--- src/rtl/mem_access_ctrl.sv ---
// Data-memory access sequencer: request/grant/response bus handshake, byte lanes, load alignment.
// Optional MEM_MISALIGN_CHECK_EN: trap misaligned half/word accesses without touching the bus.
module mem_access_ctrl (
  input  logic        clk_i,
  input  logic        rst_i,
  input  logic        req_valid_i,
  input  logic        req_write_i,
  input  logic [31:0] req_addr_i,
  input  logic [31:0] req_wdata_i,
  input  logic [2:0]  req_size_i,
  input  logic        req_sign_i,
  output logic        stall_o,
  output logic        done_o,
  output logic [31:0] rdata_o,
  output logic        misalign_o,
  output logic        bus_req_o,
  output logic        bus_we_o,
  output logic [31:0] bus_addr_o,
  output logic [3:0]  bus_be_o,
  output logic [31:0] bus_wdata_o,
  input  logic        bus_gnt_i,
  input  logic        bus_rvalid_i,
  input  logic [31:0] bus_rdata_i
);

  typedef enum logic [1:0] {
    IDLE = 2'd0,
    REQ  = 2'd1,
    WAIT = 2'd2,
    DONE = 2'd3
  } state_t;

  state_t      state;
  logic [1:0]  addr_lo;
  logic [2:0]  size;
  logic        sign;
  logic        write;

  // Byte offset actually honoured: half uses only a[1], word ignores the offset.
  function automatic logic [1:0] eff_off(input logic [2:0] sz, input logic [1:0] a);
    case (sz)
      3'b000:  eff_off = a;
      3'b001:  eff_off = {a[1], 1'b0};
      default: eff_off = 2'b00;
    endcase
  endfunction

  function automatic logic [3:0] byte_en(input logic [2:0] sz, input logic [1:0] a);
    case (sz)
      3'b000:  byte_en = 4'b0001 << eff_off(sz, a);
      3'b001:  byte_en = 4'b0011 << eff_off(sz, a);
      default: byte_en = 4'b1111;
    endcase
  endfunction

  function automatic logic [31:0] store_data(input logic [2:0] sz, input logic [31:0] wd);
    case (sz)
      3'b000:  store_data = {4{wd[7:0]}};
      3'b001:  store_data = {2{wd[15:0]}};
      default: store_data = wd;
    endcase
  endfunction

  function automatic logic [31:0] load_data(input logic [2:0] sz, input logic sg,
                                            input logic [1:0] a, input logic [31:0] word);
    logic [31:0] shifted;
    shifted = word >> {eff_off(sz, a), 3'b000};
    case (sz)
      3'b000:  load_data = {{24{sg & shifted[7]}}, shifted[7:0]};
      3'b001:  load_data = {{16{sg & shifted[15]}}, shifted[15:0]};
      default: load_data = shifted;
    endcase
  endfunction

`ifdef MEM_MISALIGN_CHECK_EN
  function automatic logic is_misaligned(input logic [2:0] sz, input logic [1:0] a);
    case (sz)
      3'b000:  is_misaligned = 1'b0;
      3'b001:  is_misaligned = a[0];
      default: is_misaligned = (a != 2'b00);
    endcase
  endfunction
`endif

  // Combinational so the pipeline freezes in the very cycle the access is presented.
  assign stall_o = ((state == IDLE) && req_valid_i) || (state == REQ) || (state == WAIT);

  // Sequencer state, latched request fields and all registered outputs.
  always_ff @(posedge clk_i) begin
    if (rst_i) begin
      state       <= IDLE;
      addr_lo     <= 2'b00;
      size        <= 3'b000;
      sign        <= 1'b0;
      write       <= 1'b0;
      done_o      <= 1'b0;
      misalign_o  <= 1'b0;
      rdata_o     <= 32'h0;
      bus_req_o   <= 1'b0;
      bus_we_o    <= 1'b0;
      bus_addr_o  <= 32'h0;
      bus_be_o    <= 4'b0000;
      bus_wdata_o <= 32'h0;
    end else begin
      done_o     <= 1'b0;
      misalign_o <= 1'b0;
      case (state)
        IDLE: begin
          if (req_valid_i) begin
            addr_lo <= req_addr_i[1:0];
            size    <= req_size_i;
            sign    <= req_sign_i;
            write   <= req_write_i;
`ifdef MEM_MISALIGN_CHECK_EN
            if (is_misaligned(req_size_i, req_addr_i[1:0])) begin
              state      <= DONE;
              done_o     <= 1'b1;
              misalign_o <= 1'b1;
            end else
`endif
            begin
              state       <= REQ;
              bus_req_o   <= 1'b1;
              bus_we_o    <= req_write_i;
              bus_addr_o  <= {req_addr_i[31:2], 2'b00};
              bus_be_o    <= byte_en(req_size_i, req_addr_i[1:0]);
              bus_wdata_o <= store_data(req_size_i, req_wdata_i);
            end
          end else begin
            state <= IDLE;
          end
        end
        REQ: begin
          if (bus_gnt_i) begin
            bus_req_o <= 1'b0;
            if (write) begin
              state  <= DONE;
              done_o <= 1'b1;
            end else if (bus_rvalid_i) begin
              state   <= DONE;
              done_o  <= 1'b1;
              rdata_o <= load_data(size, sign, addr_lo, bus_rdata_i);
            end else begin
              state <= WAIT;
            end
          end else begin
            state <= REQ;
          end
        end
        WAIT: begin
          if (bus_rvalid_i) begin
            state   <= DONE;
            done_o  <= 1'b1;
            rdata_o <= load_data(size, sign, addr_lo, bus_rdata_i);
          end else begin
            state <= WAIT;
          end
        end
        DONE: begin
          state <= IDLE;
        end
        default: begin
          state <= IDLE;
        end
      endcase
    end
  end

endmodule

--- config.mk ---
export PLATFORM = sky130hd
export DESIGN_NAME = mem_access_ctrl
export DESIGN_NICKNAME = d
export VERILOG_FILES = /design/src/rtl/mem_access_ctrl.sv
export SDC_FILE = /design/constraint.sdc
export NUM_CORES = 1
export LEC_CHECK = 0
export CORE_ASPECT_RATIO = 0.9
export CORE_MARGIN = 2
export CORE_UTILIZATION = 39
export DETAILED_ROUTE_END_ITERATION = 8
export PLACE_DENSITY = 0.79
export SLEW_MARGIN = 25
export SYNTH_ARGS = -nofsm -noshare
export SYNTH_HDL_FRONTEND = slang
export SYNTH_SLANG_ARGS = --single-unit
--- constraint.sdc ---
create_clock -name clk_i -period 1.6 [get_ports clk_i]
set_input_delay 0.32 -clock clk_i [delete_from_list [all_inputs] [get_ports clk_i]]
set_output_delay 0.32 -clock clk_i [all_outputs]
set_load 0.05 [all_outputs]
== After elaboration in Yosys (flattened, before gate mapping) ==
Cells that the tools add are included.
W data, S select, Z words.
Operators by class
  equal/unequal tests: 10
  shift-type cells: 4
  multiplexer cells: 37
  bitwise logic cells: 4
  reduce and logical (&&, ||, !) cells: 11
Operator list (number)
  $pmux W32 S2: 4
  $mux W32: 4
  $shr A32 B5 Y32: 2
  $mux W2: 16
  $ne A2 B2 Y1 const B: 5
  $mux W1: 8
  $pmux W2 S4: 1
  $pmux W4 S2: 1
  $eq A3 B1 Y1 const B: 2
  $logic_not A3 Y1: 2
  $reduce_and A5 Y1: 1
  $and A1 B1 Y1: 4
  $eq A2 B2 Y1 const B: 2
  $pmux W1 S2: 2
  $pmux W2 S2: 1
  $reduce_bool A2 Y1: 2
  $shl A1 B2 Y4 const A: 1
  $shl A2 B2 Y4 const A: 1
  $reduce_and A3 Y1: 1
  $eq A2 B1 Y1 const B: 1
  $logic_not A2 Y1: 1
  $logic_or A1 B1 Y1: 2
  $reduce_and A2 Y1: 1
  $logic_and A1 B1 Y1: 1
Word-level totals
  flip-flop bits (word level): 109
  input port bits: 106
  output and inout port bits: 105
  logic and storage cells: 77

== Depth between registers and ports, before layout ==
Gate-level depths: netlist of run 1.
  depth in word-level cells: 14
  mapped depth: 8
  mapped depth without buffers: 6

== Worst setup path after synthesis of run 1 ==
Ideal clock, no wire load.
  kind: register to output
  start: register state[0]
  end: output port stall_o
  data arrival time: 1.556 ns
  required time: 1.280 ns
  path slack: -0.276 ns
  stages on the path, launching flop included: 7
  path buffers: 2
  path through: dfxtp_1 > inv_1 > ha_1 > and2_1 > clkbuf_1 > buf_2 > or3_1
Between the ends
  word-level cells in the longest chain between the ends: 4
  elaborated cells between the ends (all ways): 6
  those cells by class: eq/ne: 2; reduce/logical: 4
Ends and longest elaborated chain
  start, declared: RTL line 33  | state_t state;
  start signal, assigned: RTL line 91  | state <= IDLE;
  start signal, assigned: RTL line 122  | state <= REQ;
  start signal, assigned: RTL line 130  | state <= IDLE;
  $logic_not A2 Y1: RTL line 86  | assign stall_o = ((state == IDLE) && req_valid_i) || (state == REQ) || (state == WAIT);
  $logic_and A1 B1 Y1: RTL line 86
  $logic_or A1 B1 Y1: RTL line 86
  $logic_or A1 B1 Y1 (*): RTL line 86
  end, declared: RTL line 12  | output logic stall_o,
Every way passes the cells marked *; elsewhere a longest branch is shown, timed or not.

==> results.toml, run 1 <==
[pwr]
power.static_leakage_nw = 3.17
ir_drop_mv = 0.979
power.density_cell_area_nw_per_um2 = 996

[setup_path]
reg2reg_setup_slack_ps = -280
worstPathArrival_ps = 1610
setup.worst_path.start_class = "flop"
cp_max_fo = 3
path_class = "reg2out"
critical_path_sink_type = "output port"
critical_path_required_ps = 1280

[die]
fp.coreArea_sq_um = 12500
initial_util = 0.396
die_area_sq_um = 13700
die_w_um = 123
pin_count = 211
fp.dieH_um = 111
floorplan.rows = 39

[synthesis]
synth_largest_type_area_fraction = 0.439
netlist_area_sq_um = 4970
synth-compound-area-share = 0.249
postSynthRegisterBits = 109
synth_area_leaders = "sky130_fd_sc_hd__dfxtp_1 44%, sky130_fd_sc_hd__nand2_1 10%, sky130_fd_sc_hd__a21oi_1 5.6%"
synth-simple-area-share = 0.194
yosys.area_share.xor_xnor = 0
synth_warnings = 0
synth_top_cell_by_area = "sky130_fd_sc_hd__dfxtp_1"
main_combinational_cell_family_by_area_after_synthesis = "compound AO/OA/AOI/OAI gates"
synth-adder-area-share = 0.00755
muxShareOfSynthArea = 0.0509
async_flop_share = 0
synth-edff-count = 0
post_synth_num_cell_types = 51
synth_area_per_cell_sq_um = 8.32
synth.yosys.seq_area_share = 0.439
synth_cells = 597
synth-main-ff-cell = "sky130_fd_sc_hd__dfxtp_1"

[min_path]
min_from = "rst_i"
worst_hold_path_type = "in2reg"

[cells_and_area]
design.final.nets = 936
synthesis_to_finish_area_growth_pct = 62.6
insertedDiodeCount = 0
most-common-layout-cells = "134 x sky130_fd_sc_hd__nand2_1, 131 x sky130_fd_sc_hd__buf_4, 105 x sky130_fd_sc_hd__dfxtp_1"
most_frequent_standard_cell_in_the_layout_excluding_fill_and_tap_cells = "sky130_fd_sc_hd__nand2_1"
final_layout_size_suffix_gt1_frac = 0.279
utilization = 0.644
layout.cell_area.non_filler_sq_um = 8080

[grt]
largest_net_degree_at_the_start_of_global_routing = 78
global_route_wire_length_before_repair_um = 26500
grt_overflow_total = 0
initial_antenna_violation_count = 0
track_usage = 0.245
first_global_vias = 5190

[status]
outcome = "complete, but fails checks"
failed_checks = "negative setup slack"

[place]
post_dp_cell_area_sq_um = 7370
port-buffer-count = 207
dp_slack_ps = -371
rd_place_congestion = 0.851
dp.final_hpwl_um = 11900

[sta]
final-max-slew-violation-count = 0
final_min_period_over_clock_period = 1.20
setup_viol_count_final = 33
hold_viol_final = 0
finClkSkew_ps = 10.4
grt_setup_unrepaired = "true"
timing.final.ws_setup_ps = -327
achievable_freq_ghz = 0.519
finalWorstPathRequiredPeriod_ps = 1930

[route]
wirelength_um = 17100
remaining_drc_errors = 0
drtAntennaViolNets = 0
detailedRoute.firstIterationViolations = 494
routed_via_density = 5.35
routed-via-count = 5325
detail_route.first_pass.iterations = 5
detail_route.wl_per_cell_um = 17.2

[clocking]
clkTransAtPathRegs_ps = 70
cts_root_buf = "sky130_fd_sc_hd__clkbuf_16"
tritoncts = "done"
cts_inserted_buffers = 9
clk_path_buf_depth = 2
clkSinkCount = 109
cts.htree.levels = 3
clk_latency_ps = 360
postCtsHoldBufs = 0

[job]
drv_cap = 0
state kept, by name, summed over array words and instances (netlist names), named ones only:
register	count
write	1
bus_addr_o	30
rdata_o	32
sign	1
bus_be_o	4
done_o	1
addr_lo	2
bus_req_o	1
state	1
size	3
bus_wdata_o	32
critical path, stage by stage (launching register included):
cell,delay [ps]
sky130_fd_sc_hd__dfxtp_2,330
sky130_fd_sc_hd__buf_6,110
sky130_fd_sc_hd__ha_4,150
sky130_fd_sc_hd__buf_6,110
sky130_fd_sc_hd__or3_4,390
sky130_fd_sc_hd__buf_12,160
through the flow:
step / TNS (ps) / instances / total power, mW / hold slack [ps]
2_1_floorplan: -455 / 599 / 4.49 / 449
3_3_place_gp: -12130 / 965 / 5.42 / 442
3_5_place_dp: -14650 / 965 / 5.47 / 450
4_1_cts: -6940 / 991 / 8.02 / 448
5_1_grt: -9320 / 995 / 8.38 / 474
6_report: -6910 / 995 / 8.05 / 457
metal layers:
| layer | vias up | global-route usage | part of all wire |
|---|---|---|---|
| met3 | 34 | 0.0926 | 0.10 |
| li1 | 2549 | - | - |
| met1 | 2511 | 0.307 | 0.41 |
| met5 | - | 0 | 0 |
| met2 | 231 | 0.382 | 0.46 |
| met4 | 0 | 0.0902 | 0.027 |
path summary, 6_finish.rpt:
check	endpoint	cells past startpoint
min	rdata_o[6]	3
max reg2reg	rdata_o[25]	11
max	stall_o	5
min reg2reg	bus_addr_o[10]	2
timing repair:
item                       CTS  global route
resized for setup           30             7
cloned                       3             2
pin swaps                    7             3
setup buffers                8             2
setup endpoints to repair   33            51
report_power, final:
| group | internal [mW] | switching [mW] |
|---|---|---|
| Combinational | 1.05 | 1.48 |
| Sequential | 2.91 | 0.135 |
| Clock | 1.38 | 1.08 |
| Total | 5.35 | 2.70 |
synthesized netlist by cell type (2+ instances only):
cell,instances
sky130_fd_sc_hd__clkbuf_1,29
sky130_fd_sc_hd__a211oi_1,22
sky130_fd_sc_hd__a211oi_2,10
sky130_fd_sc_hd__nand2b_1,10
sky130_fd_sc_hd__o22ai_1,14
sky130_fd_sc_hd__buf_1,3
sky130_fd_sc_hd__o21ai_0,19
sky130_fd_sc_hd__a21oi_1,56
sky130_fd_sc_hd__o32ai_1,7
sky130_fd_sc_hd__o22a_1,7
sky130_fd_sc_hd__buf_6,5
sky130_fd_sc_hd__ha_1,3
sky130_fd_sc_hd__mux2_2,2
sky130_fd_sc_hd__a221o_1,7
sky130_fd_sc_hd__nor2_1,64
sky130_fd_sc_hd__mux2_1,5
sky130_fd_sc_hd__o21ai_1,3
sky130_fd_sc_hd__dfxtp_1,109
sky130_fd_sc_hd__buf_4,5
sky130_fd_sc_hd__o211ai_1,11
sky130_fd_sc_hd__buf_2,11
sky130_fd_sc_hd__nand2_1,135
sky130_fd_sc_hd__nor2b_1,3
sky130_fd_sc_hd__mux2i_1,16
sky130_fd_sc_hd__a311oi_1,11
sky130_fd_sc_hd__inv_1,5
cell families after synthesis:
family	count (synthesis)
compound gates	175
fa+ha+maj	3
buf+inv	59
flops	109
mux	24
other cells	1
simple gates	226
layout make-up:
type                    instances  area, sq um
flip-flops and latches        109         2190
clock inverters                 6         93.8
inverters                       6         25.0
repair buffers                270         2710
well taps                     164          205
fillers                      1016         4460
clock buffers                   9          225
multi-input cells             431         2640
No activity file was read; power rests on OpenSTA's default activity.
==> inputs of run 2 (changes only) <==
--- a/config.mk
+++ b/config.mk
@@ -9,6 +9,7 @@
 export CORE_MARGIN = 2
 export CORE_UTILIZATION = 39
 export DETAILED_ROUTE_END_ITERATION = 8
+export GPL_ROUTABILITY_DRIVEN = 1
 export PLACE_DENSITY = 0.79
 export SLEW_MARGIN = 25
 export SYNTH_ARGS = -nofsm -noshare
==> results of run 2 <==
Final layout, timing and power as in run 1 (identical DEF).
